`config.mk`:
```
export PLATFORM = sky130hd
export DESIGN_NAME = initial_shift_processor_flat
export DESIGN_NICKNAME = d
export VERILOG_FILES = /design/src/rtl/initial_shift_processor_pkg.sv /design/src/rtl/initial_shift_processor_if.sv /design/src/rtl/initial_shift_processor_wrap_word_rotator.sv /design/src/rtl/initial_shift_processor.sv /design/src/flat_wrapper.sv
export SDC_FILE = /design/constraint.sdc
export NUM_CORES = 1
export LEC_CHECK = 0
export BUFFER_PORTS_ARGS = -buffer_cell sky130_fd_sc_hd__clkbuf_2
export CORE_MARGIN = 3
export CORE_UTILIZATION = 55
export CTS_BUF_LIST = sky130_fd_sc_hd__clkbuf_8 sky130_fd_sc_hd__clkbuf_16
export CTS_CLUSTER_SIZE = 16
export DETAILED_ROUTE_END_ITERATION = 7
export PLACE_DENSITY = 0.9
export SETUP_SLACK_MARGIN = 0.2
export SYNTH_ARGS = -nofsm -noshare
export SYNTH_HDL_FRONTEND = slang
export SYNTH_SLANG_ARGS = --single-unit
```
`constraint.sdc`:
```
create_clock -name clk -period 8.8 [get_ports clk]
set_clock_uncertainty 0.15 [all_clocks]
set_input_delay 1.32 -clock clk [delete_from_list [all_inputs] [get_ports clk]]
set_output_delay 1.32 -clock clk [all_outputs]
set_load 0.05 [all_outputs]
```
`src/rtl/initial_shift_processor_pkg.sv`:
```
// Shared constants and FSM state type for the initial shift processor.
// Polynomial geometry: 17669 bits stored in 553 words; the top word holds 5 bits.
// No logic; imported by the interface, the rotator and the top.
package initial_shift_processor_pkg;

  localparam int WORD_WIDTH     = 32;
  localparam int LAST_WORD_BITS = 5;
  localparam int N_BITS         = 17669;
  localparam int N_WORDS        = 553;
  localparam int K_WIDTH        = 5;
  localparam int TAIL_WIDTH     = WORD_WIDTH + LAST_WORD_BITS;

  typedef logic [WORD_WIDTH-1:0] word_t;
  typedef logic [TAIL_WIDTH-1:0] tail_t;
  typedef logic [K_WIDTH-1:0]    kidx_t;

  typedef enum logic [1:0] {
    IDLE = 2'd0,
    LOAD = 2'd1,
    CALC = 2'd2,
    DONE = 2'd3
  } state_t;

endpackage

```
`src/rtl/initial_shift_processor_if.sv`:
```
// Request/result bundle between the shift datapath controller and the initial shift processor.
// master: drives start_process and operands, receives high_result/processing_done.
// slave : the processor side.
interface initial_shift_processor_if;
  import initial_shift_processor_pkg::*;

  logic         start_process;
  word_t        normal_word_zero;
  word_t        normal_word_551;
  word_t        normal_word_552;
  word_t        acc_word_high;
  logic [15:0]  high_shift;
  logic [9:0]   acc_start_idx_high;
  kidx_t        acc_shift_idx_high;
  word_t        high_result;
  logic         processing_done;

  modport master (
    output start_process, normal_word_zero, normal_word_551, normal_word_552,
           acc_word_high, high_shift, acc_start_idx_high, acc_shift_idx_high,
    input  high_result, processing_done
  );

  modport slave (
    input  start_process, normal_word_zero, normal_word_551, normal_word_552,
           acc_word_high, high_shift, acc_start_idx_high, acc_shift_idx_high,
    output high_result, processing_done
  );

endinterface

```
`src/rtl/initial_shift_processor_wrap_word_rotator.sv`:
```
// Combinational wrap-around word: rot = (tail >> (5+k)) | (word0 << (32-k)).
// Ports: word0 (poly bits 31..0), tail ({w552[4:0], w551}), k (0..31) -> rot.
// Zero latency; no flow control.
module wrap_word_rotator
  import initial_shift_processor_pkg::*;
(
  input  word_t word0,
  input  tail_t tail,
  input  kidx_t k,
  output word_t rot
);

  logic [5:0] tail_sh_amt;
  logic [5:0] w0_sh_amt;
  word_t      tail_part;
  word_t      w0_part;

  // Widen k before adding so that 5+31 = 36 does not wrap.
  assign tail_sh_amt = {1'b0, k} + 6'(LAST_WORD_BITS);
  assign w0_sh_amt   = 6'(WORD_WIDTH) - {1'b0, k};

  assign tail_part = word_t'(tail >> tail_sh_amt);
  // k = 0 means word 0 contributes nothing; avoid the 32-bit shift entirely.
  assign w0_part   = (k == '0) ? '0 : (word0 << w0_sh_amt);

  assign rot = tail_part | w0_part;

endmodule

```
`src/rtl/initial_shift_processor.sv`:
```
// Computes the wrap-around word of a cyclic rotation by x^shift and XORs it into an accumulator word.
// Ports: clk, rst (async, active-high), bus (slave: start/operands in, high_result/processing_done out).
// Latency: done pulses 3 cycles after the sampling edge; start is ignored while busy (no queuing).
module initial_shift_processor
  import initial_shift_processor_pkg::*;
(
  input  logic                        clk,
  input  logic                        rst,
  initial_shift_processor_if.slave    bus
);

  state_t state;
  state_t state_nxt;

  // Operand capture: later input changes must not affect an operation in flight.
  word_t                     word0_q;
  word_t                     word551_q;
  logic [LAST_WORD_BITS-1:0] word552_q;
  word_t                     acc_q;
  kidx_t                     k_q;
  tail_t                     tail_q;
  word_t                     result_q;
  word_t                     rot;

  // State register
  always_ff @(posedge clk or posedge rst) begin
    if (rst) begin
      state <= IDLE;
    end else begin
      state <= state_nxt;
    end
  end

  // Next-state logic
  always_comb begin
    state_nxt = state;
    case (state)
      IDLE:    if (bus.start_process) state_nxt = LOAD;
      LOAD:    state_nxt = CALC;
      CALC:    state_nxt = DONE;
      DONE:    state_nxt = IDLE;
      default: state_nxt = IDLE;
    endcase
  end

  // Output logic
  always_comb begin
    bus.processing_done = (state == DONE);
    bus.high_result     = result_q;
  end

  // Datapath registers
  always_ff @(posedge clk or posedge rst) begin
    if (rst) begin
      word0_q   <= '0;
      word551_q <= '0;
      word552_q <= '0;
      acc_q     <= '0;
      k_q       <= '0;
      tail_q    <= '0;
      result_q  <= '0;
    end else begin
      if (state == IDLE && bus.start_process) begin
        word0_q   <= bus.normal_word_zero;
        word551_q <= bus.normal_word_551;
        word552_q <= bus.normal_word_552[LAST_WORD_BITS-1:0];
        acc_q     <= bus.acc_word_high;
        k_q       <= bus.acc_shift_idx_high;
      end
      if (state == LOAD) begin
        tail_q <= {word552_q, word551_q};
      end
      if (state == CALC) begin
        result_q <= rot ^ acc_q;
      end
    end
  end

  wrap_word_rotator u_rot (
    .word0 (word0_q),
    .tail  (tail_q),
    .k     (k_q),
    .rot   (rot)
  );

endmodule

```
`src/flat_wrapper.sv`:
```
// flat-port wrapper written by rule: the top's interface ports become plain ports
module initial_shift_processor_flat import initial_shift_processor_pkg::*;
  (clk, rst, bus_start_process, bus_normal_word_zero, bus_normal_word_551, bus_normal_word_552, bus_acc_word_high, bus_high_shift, bus_acc_start_idx_high, bus_acc_shift_idx_high, bus_high_result, bus_processing_done);
  initial_shift_processor_if bus_i ();
  input  logic clk;
  input  logic rst;
  input wire logic [$bits(bus_i.start_process)-1:0] bus_start_process;
  input wire logic [$bits(bus_i.normal_word_zero)-1:0] bus_normal_word_zero;
  input wire logic [$bits(bus_i.normal_word_551)-1:0] bus_normal_word_551;
  input wire logic [$bits(bus_i.normal_word_552)-1:0] bus_normal_word_552;
  input wire logic [$bits(bus_i.acc_word_high)-1:0] bus_acc_word_high;
  input wire logic [$bits(bus_i.high_shift)-1:0] bus_high_shift;
  input wire logic [$bits(bus_i.acc_start_idx_high)-1:0] bus_acc_start_idx_high;
  input wire logic [$bits(bus_i.acc_shift_idx_high)-1:0] bus_acc_shift_idx_high;
  output wire logic [$bits(bus_i.high_result)-1:0] bus_high_result;
  output wire logic [$bits(bus_i.processing_done)-1:0] bus_processing_done;
  assign bus_i.start_process = bus_start_process;
  assign bus_i.normal_word_zero = bus_normal_word_zero;
  assign bus_i.normal_word_551 = bus_normal_word_551;
  assign bus_i.normal_word_552 = bus_normal_word_552;
  assign bus_i.acc_word_high = bus_acc_word_high;
  assign bus_i.high_shift = bus_high_shift;
  assign bus_i.acc_start_idx_high = bus_acc_start_idx_high;
  assign bus_i.acc_shift_idx_high = bus_acc_shift_idx_high;
  assign bus_high_result = bus_i.high_result;
  assign bus_processing_done = bus_i.processing_done;
  initial_shift_processor u_core (.clk(clk), .rst(rst), .bus(bus_i));
endmodule
```
==> impl_metrics.py, run 1 <==
metrics = {
    "floorplan": {
        "fp.dieH_um": 146,
        "rows": 50,
        "die_w_um": 146,
        "start_util_pct": 56.9,
        "core_mm2": 0.0190,
        "ioPinCount": 195,
        "dieArea_mm2": 0.0214,
    },
    "routing": {
        "drt-total-wl_mm": 28.2,
        "routedWlPerCell_um": 23.0,
        "route.antenna.remaining_nets": 0,
        "drtPass1Iterations": 5,
        "drc": 0,
        "drt-initial-drc-count": 896,
        "num_vias": 7947,
        "viasPerCell": 6.49,
    },
    "global_route": {
        "track_usage_pct": 26.6,
        "grt_pass1_wl_mm": 45.1,
        "antenna_found_initial": 0,
        "grt_pass1_vias": 8049,
        "gr-total-overflow": 0,
        "grt_max_degree": 104,
    },
    "finish": {
        "regArea_mm2": 0.00418,
        "areaGrowthSynthToFinish_pct": 12.3,
        "fin_nets": 1121,
        "multi_input_area_mm2": 0.00626,
        "final_core_util_pct": 63.9,
        "drive_gt1_share_pct": 47.7,
        "n_fill_cell": 1450,
        "antenna_cells": 0,
    },
    "clock_tree": {
        "cts_resized": 0,
        "cts_root_buf": "clkbuf_16",
        "cts.clk_slew.worst_paths_ps": 70,
        "postCtsSetupBuffers": 0,
        "htree_levels": 4,
        "hold_buffers": 0,
        "cts_buffers": 17,
        "clock_latency_ps": 430,
        "cts_tree": "built",
        "clock_path_buffers": 2,
        "clock-sinks": 167,
    },
    "min_path": {
        "holdPathStages": 2,
        "min_to": "u_core.bus.high_result[2]",
        "hold_class": "reg2reg",
        "holdCritStartpoint": "u_core.bus.high_result[2]",
    },
    "synth": {
        "syn-num-nets": 1020,
        "synth-edff-count": 0,
        "async_reset_ff_share_pct": 100,
        "syn_area_mm2": 0.0108,
        "synth_most_common_cell": "mux2_2",
        "yosysSeqAreaShare_pct": 38.6,
        "synthTopCellsByCount": "mux2_2 (182), dfrtp_1 (167), mux4_2 (68)",
        "synth.top_cell.area_share_pct": 38.6,
        "synth_top_cell_by_area": "dfrtp_1",
        "yosys_most_used_dff": "dfrtp_1",
        "syn_inst": 851,
        "ys_ff_latch": 167,
        "synth_cell_type_count": 75,
        "synth.area.top_cells": "dfrtp_1 (39%), mux2_2 (19%), mux4_2 (14%)",
        "avgSynthCellArea_um2": 12.7,
        "yosys_warnings": 0,
    },
    "setup_path": {
        "r2r-end": "u_core.bus.high_result[30]",
        "reg2reg_from": "u_core.k_q[0]",
        "startpoint_type": "register",
        "crit_type": "reg2reg",
        "path_max_fanout": 33,
        "cp-end-kind": "register",
        "r2r_cells": 8,
        "cp.depth": 8,
        "critPathMaxStageDelay_ps": 700,
        "critPathTopFamily": "multiplexers",
        "path_buf_inv": 1,
        "r2r_slack_ps": 4340,
        "crit_chain": "inv_2 > ha_2 > xor2_4 > mux4_2 > mux2i_1 > a22oi_1 > mux2_1 > a221o_1",
        "required_ps": 8970,
        "arrival_ps": 4630,
        "critPathSlowestCell": "xor2_4",
    },
    "sta": {
        "hold_violations": 0,
        "period_share_pct": 50.7,
        "slew_headroom_pct": 29.5,
        "slew_violations": 0,
        "rsz0062_at_grt": "no",
        "setup_tns_ps": 0,
        "finalSetupViolations": 0,
        "worstMarginPinSlew_ps": 1050,
        "max_freq_mhz": 224,
        "period_needed_ps": 4460,
    },
    "run": {
        "maxCapViolCount": 0,
    },
    "placement": {
        "gp_congestion": 1.02,
        "io_buffers": 136,
        "dpl.hpwl_mm": 20.5,
    },
    "run_status": {
        "outcome": "completed",
    },
}
## cells by family after synthesis
kind of cell / synth area share [%]
buf+inv: 3.64
fa+ha+maj: 0.809
simple gates: 6.54
xor+xnor: 2.02
compound gates: 8.79
mux: 39.6
flops: 38.6
## tightest hold or removal path: cells and delay by family, from the launching register on
| kind | cells | cell delay, ps |
|---|---|---|
| DFF | 1 | 350 |
| AOI/OAI and AO/OA | 1 | 50 |
| and+or+nand+nor | 1 | 50 |
## sequential cells by signal (all words and copies together) (netlist names)
register / flops
u_core.acc_q: 32
u_core.bus.high_result: 32
u_core.tail_q: 32
u_core.word0_q: 32
u_core.word551_q: 27
u_core.k_q: 5
u_core.word552_q: 5
u_core.state: 2
## worst max-delay path by stage
| stage | slack, ps | to | start |
|---|---|---|---|
| 2_1_floorplan | 2810 | u_core.acc_q[0] | rst |
| 3_3_place_gp | 4440 | u_core.bus.high_result[13] | u_core.k_q[0] |
| 3_5_place_dp | 4410 | u_core.bus.high_result[13] | u_core.k_q[0] |
| 4_1_cts | 4400 | u_core.bus.high_result[13] | u_core.k_q[0] |
| 5_1_grt | 4160 | u_core.bus.high_result[17] | u_core.k_q[0] |
| 6_report | 4340 | u_core.bus.high_result[30] | u_core.k_q[0] |
## metal layers
layer | vias up | wire length, um | GRT usage, %
li1 | 3515 | - | -
met1 | 3938 | 11800 | 37.9
met2 | 437 | 13200 | 40.8
met3 | 57 | 2530 | 5.87
met4 | 0 | 709 | 8.61
met5 | - | 0 | 0
## through the flow
stage	setup WS [ps]	instances	hold slack (ps)	cell area, um^2
floorplan	2810	851	324	10800
global placement	4440	1193	322	11600
detailed placement	4410	1193	328	11600
CTS	4400	1225	343	12200
global route	4160	1225	362	12200
finish	4340	1225	340	12200
## layout by cell type, fill, tap and decap left out, drive strengths merged, types with 4 or more instances in the layout
cell,count
inv,16
a221oi,6
a31o,4
a22oi,4
o211ai,8
a21o,4
o21ai,13
nor4,4
nor2b,8
mux2i,62
clkbuf,154
nand2,39
mux2,185
xor2,6
o22ai,10
a22o,4
nand2b,6
xnor2,16
or2,7
nand3,13
mux4,70
ha,7
a21oi,11
clkinvlp,4
a221o,4
buf,13
o31ai,7
o32ai,4
nor2,28
a211oi,8
nor3,18
dfrtp,167
## layout make-up
| type | count | share of cell area, % |
|---|---|---|
| clock inverter | 14 | 1.04 |
| clock buffer | 18 | 3.61 |
| tap | 260 | 2.68 |
| inverter | 9 | 0.319 |
| timing repair buffer | 149 | 6.40 |
| multi-input combinational | 608 | 51.5 |
| sequential | 167 | 34.4 |
Power of run 1 is left out: the tool's default activity adds up to more than one toggle a clock period on the data nets, which glitch-free logic cannot reach.
==> run 2: changes to the inputs <==
==> constraint.sdc (replaced) <==
create_clock -name clk -period 4.3 [get_ports clk]
set_clock_uncertainty 0.15 [all_clocks]
set_input_delay 0.645 -clock clk [delete_from_list [all_inputs] [get_ports clk]]
set_output_delay 0.645 -clock clk [all_outputs]
set_load 0.05 [all_outputs]
==> run 2 against run 1 <==
  * Flip-flop and latch count unchanged
  * First-iteration DRC count shrank 3.1%
  * Utilization increased by 0.61 points
  * Critical path depth rose by 1
  * Final cell count increased by 0.65%
  * Global-route usage rose by 0.33 points
  * Fmax rose by 22%
  * Routed wire length is 2.2% higher
  * Non-clock buffer count grew 8
  * Register-to-register slack lost 3700 ps
  * Design area is 0.95% higher
  * Critical endpoint is now u_core.bus.high_result[23]
  * Largest cell class unchanged
==> impl_metrics.py, run 2 (synthesized netlist as in run 1, its figures left out) <==
metrics = {
    "setup_path": {
        "crit_type": "reg2reg",
        "r2r-end": "u_core.bus.high_result[23]",
        "r2r_cells": 9,
        "reg2reg_from": "u_core.k_q[0]",
        "startpoint_type": "register",
        "cp-end-kind": "register",
        "path_max_fanout": 28,
        "required_ps": 4470,
        "r2r_slack_ps": 640,
        "arrival_ps": 3830,
    },
    "routing": {
        "route.antenna.remaining_nets": 0,
        "drt-total-wl_mm": 28.8,
        "drc": 0,
        "num_vias": 8059,
        "drtPass1Iterations": 5,
        "drt-initial-drc-count": 868,
        "routedWlPerCell_um": 23.4,
        "viasPerCell": 6.54,
    },
    "clock_tree": {
        "cts.clk_slew.worst_paths_ps": 70,
        "hold_buffers": 0,
        "cts_root_buf": "clkbuf_16",
        "htree_levels": 4,
        "clock_path_buffers": 2,
        "clock-sinks": 167,
        "clock_latency_ps": 440,
        "cts_tree": "built",
        "postCtsSetupBuffers": 0,
        "cts_buffers": 17,
        "cts_resized": 0,
    },
    "run_status": {
        "outcome": "completed",
    },
    "sta": {
        "slew_violations": 0,
        "setup_tns_ps": 0,
        "period_needed_ps": 3660,
        "period_share_pct": 85.2,
        "finalSetupViolations": 0,
        "hold_violations": 0,
        "rsz0062_at_grt": "no",
        "setup_ws_ps": 635,
        "max_freq_mhz": 273,
        "worstMarginPinSlew_ps": 987,
        "slew_headroom_pct": 33.9,
    },
    "global_route": {
        "grt_pass1_wl_mm": 45.6,
        "gr-total-overflow": 0,
        "grt_pass1_vias": 7947,
        "grt_max_degree": 168,
        "antenna_found_initial": 0,
        "track_usage_pct": 26.9,
    },
    "floorplan": {
        "start_util_pct": 56.9,
        "ioPinCount": 195,
        "fp.dieH_um": 146,
        "dieArea_mm2": 0.0214,
        "core_mm2": 0.0190,
        "rows": 50,
        "die_w_um": 146,
    },
    "placement": {
        "dpl.hpwl_mm": 21.2,
        "io_buffers": 136,
        "gp_congestion": 1.02,
        "post-place-ws_ps": 696,
    },
    "finish": {
        "final_cell_mix": "mux2_2 (182), dfrtp_1 (165), clkbuf_2 (136)",
        "antenna_cells": 0,
        "drive_gt1_share_pct": 48.4,
        "areaGrowthSynthToFinish_pct": 13.3,
        "n_fill_cell": 1446,
        "fin_nets": 1129,
        "mostFrequentLayoutCell": "mux2_2",
    },
    "run": {
        "maxCapViolCount": 0,
    },
    "min_path": {
        "hold_class": "in2async",
    },
}
[run 2: changes by cell type in the layout (fill, tap and decap cells not counted), sizes merged]
cell | previous run | this run
clkinvlp | 4 | 3
clkinv | 2 | 3
buf | 13 | 21
[run 2: metrics by stage]
| stage | std cells | hold WS [ps] | instance area [um^2] | util [%] |
|---|---|---|---|---|
| floorplan | 851 | 324 | 10800 | - |
| global placement | 1201 | 324 | 11700 | 61.4 |
| detailed placement | 1201 | 328 | 11700 | 61.4 |
| CTS | 1233 | 274 | 12300 | 64.5 |
| global route | 1233 | 276 | 12300 | 64.5 |
| finish | 1233 | 286 | 12300 | 64.5 |
[run 2: per-layer routing]
metal  vias up  global-route usage, %  routed length [um]
met5         -                      0                   0
met4         0                   6.77                 541
met3        46                   4.78                2380
met2       432                   42.5               13700
met1      4075                   39.0               12200
li1       3506                      -                   -
[run 2: worst max path at each step]
stage,from,end,slack [ps],cells past startpoint
floorplan,u_core.k_q[1],u_core.bus.high_result[30],730,14
global placement,u_core.k_q[0],u_core.bus.high_result[24],830,9
detailed placement,u_core.k_q[0],u_core.bus.high_result[23],700,9
CTS,u_core.k_q[0],u_core.bus.high_result[23],690,9
global route,u_core.k_q[0],u_core.bus.high_result[23],520,9
finish,u_core.k_q[0],u_core.bus.high_result[23],640,9
[run 2: worst max-delay path: stages, from the launching register on]
cell      delay, ps
dfrtp_4         430
inv_2            50
ha_2            780
buf_4           400
mux2i_1         360
mux2i_1         170
mux4_2          510
a221oi_2        340
xnor2_1         100
mux2_2          270
[run 2: layout make-up]
class	instances	area (um^2)	share of cell area, %
clock buffers	18	439	3.58
clock inverters	14	158	1.28
inverters	9	37.5	0.306
multi-input cells	608	6260	51.1
flip-flops and latches	167	4180	34.1
well taps	260	325	2.65
repair buffers	157	863	7.04
Power of run 2 is left out for the same reason.
==> run 3: changes to the inputs <==
--- a/config.mk
+++ b/config.mk
@@ -11,7 +11,7 @@
 export CTS_BUF_LIST = sky130_fd_sc_hd__clkbuf_8 sky130_fd_sc_hd__clkbuf_16
 export CTS_CLUSTER_SIZE = 16
 export DETAILED_ROUTE_END_ITERATION = 7
-export PLACE_DENSITY = 0.9
+export PLACE_DENSITY = 0.79
 export SETUP_SLACK_MARGIN = 0.2
 export SYNTH_ARGS = -nofsm -noshare
 export SYNTH_HDL_FRONTEND = slang
==> run 3 against run 2 <==
  * Fmax down 2.3%
  * Non-clock buffer count rose by 1
  * Utilization up 0.17 points
  * Setup slack worse by 85 ps
  * Critical path depth fell by 1
  * Global-route usage shrank 1.2 points
  * Final cell count barely moved
  * Design area grew 0.26%
  * Flip-flop and latch count unchanged
  * Via count down 1.9%
  * Routed wire length is 5.7% lower
  * Die area unchanged
==> impl_metrics.py, run 3 (synthesized netlist as in run 1, its figures left out) <==
metrics = {
    "routing": {
        "viasPerCell": 6.41,
        "drt-initial-drc-count": 668,
        "drtPass1Iterations": 5,
        "route.antenna.remaining_nets": 0,
        "routedWlPerCell_um": 22.0,
        "drt-total-wl_mm": 27.2,
        "num_vias": 7909,
        "drc": 0,
    },
    "setup_path": {
        "r2r-end": "u_core.bus.high_result[24]",
        "crit_chain": "buf_4 > buf_4 > mux4_2 > mux2i_1 > or2_2 > o211ai_1 > mux2_2 > a221o_1",
        "reg2reg_from": "u_core.k_q[0]",
        "cp-end-kind": "register",
        "critPathMaxStageDelay_ps": 670,
        "path_buf_inv": 2,
        "critPathSlowestCell": "buf_4",
        "path_max_fanout": 45,
        "crit_start": "u_core.k_q[0]",
        "r2r_slack_ps": 550,
        "arrival_ps": 3920,
        "crit_top_cell": "buf_4",
        "r2r_cells": 8,
        "cp.depth": 8,
        "startpoint_type": "register",
        "critPathTopFamily": "multiplexers",
        "crit_type": "reg2reg",
        "required_ps": 4470,
    },
    "placement": {
        "dpl.hpwl_mm": 20.1,
        "io_buffers": 136,
        "gp_congestion": 1.04,
    },
    "global_route": {
        "grt_max_degree": 92,
        "gr-total-overflow": 0,
        "grt_pass1_wl_mm": 43.6,
        "grt_pass1_vias": 7574,
        "track_usage_pct": 25.7,
        "antenna_found_initial": 0,
    },
    "clock_tree": {
        "htree_levels": 4,
        "cts.clk_slew.worst_paths_ps": 60,
        "clock_latency_ps": 440,
        "cts_root_buf": "clkbuf_16",
        "clock-sinks": 167,
        "postCtsSetupBuffers": 0,
        "cts_buffers": 17,
        "cts_tree": "built",
        "clock_path_buffers": 2,
        "hold_buffers": 0,
        "cts_resized": 0,
    },
    "sta": {
        "hold_violations": 0,
        "slew_headroom_pct": 30.8,
        "setup_tns_ps": 0,
        "period_share_pct": 87.2,
        "rsz0062_at_grt": "no",
        "max_freq_mhz": 267,
        "slew_violations": 0,
        "finalSetupViolations": 0,
        "worstMarginPinSlew_ps": 1030,
        "period_needed_ps": 3750,
    },
    "finish": {
        "fin_nets": 1130,
        "antenna_cells": 0,
        "areaGrowthSynthToFinish_pct": 13.6,
        "mostFrequentLayoutCell": "mux2_2",
        "final_cell_mix": "mux2_2 (182), dfrtp_1 (165), clkbuf_2 (136)",
        "drive_gt1_share_pct": 48.0,
    },
    "run": {
        "maxCapViolCount": 0,
    },
    "floorplan": {
        "ioPinCount": 195,
        "rows": 50,
        "fp.dieH_um": 146,
        "dieArea_mm2": 0.0214,
        "core_mm2": 0.0190,
        "start_util_pct": 56.9,
        "die_w_um": 146,
    },
    "min_path": {
        "hold_class": "in2async",
    },
    "run_status": {
        "outcome": "completed",
    },
}
-- run 3: metrics by stage --
| step | instance area (um^2) | hold WS, ps | worst slack (ps) | utilization [%] | instances |
|---|---|---|---|---|---|
| 2_1_floorplan | 10800 | 324 | 731 | - | 851 |
| 3_3_place_gp | 11700 | 318 | 647 | 61.4 | 1202 |
| 3_5_place_dp | 11700 | 332 | 621 | 61.4 | 1202 |
| 4_1_cts | 12300 | 147 | 549 | 64.7 | 1234 |
| 5_1_grt | 12300 | 196 | 394 | 64.7 | 1234 |
| 6_report | 12300 | 129 | 550 | 64.7 | 1234 |
-- run 3: how the worst max path moves through the flow --
| stage | to | slack, ps |
|---|---|---|
| after floorplan | u_core.bus.high_result[30] | 730 |
| after global placement | u_core.bus.high_result[24] | 650 |
| after detailed placement | u_core.bus.high_result[24] | 620 |
| after CTS | u_core.bus.high_result[24] | 550 |
| after global routing | u_core.bus.high_result[24] | 390 |
| final | u_core.bus.high_result[24] | 550 |
-- run 3: layout make-up --
type	count	area (um^2)
Clock buffer	18	439
Sequential cell	167	4180
Inverter	9	37.5
Clock inverter	14	183
Fill cell	1496	6710
Timing Repair Buffer	158	871
Tap cell	260	325
Multi-Input combinational cell	608	6260
-- run 3: routing by layer --
metal | vias to the layer above | part of all wire, % | track usage [%]
met5 | - | 0 | 0
met4 | 0 | 2.5 | 8.42
met3 | 49 | 8.3 | 5.15
met2 | 379 | 45 | 37.7
met1 | 3961 | 45 | 38.6
li1 | 3520 | - | -
-- run 3: worst register-to-register path, stage by stage, from the launching register on --
cell and delay, ps:
dfrtp_4 410, buf_4 340, buf_4 670, mux4_2 710, mux2i_1 440, or2_2 200
o211ai_1 130, mux2_2 320, a221o_1 250
Power of run 3 is left out for the same reason.
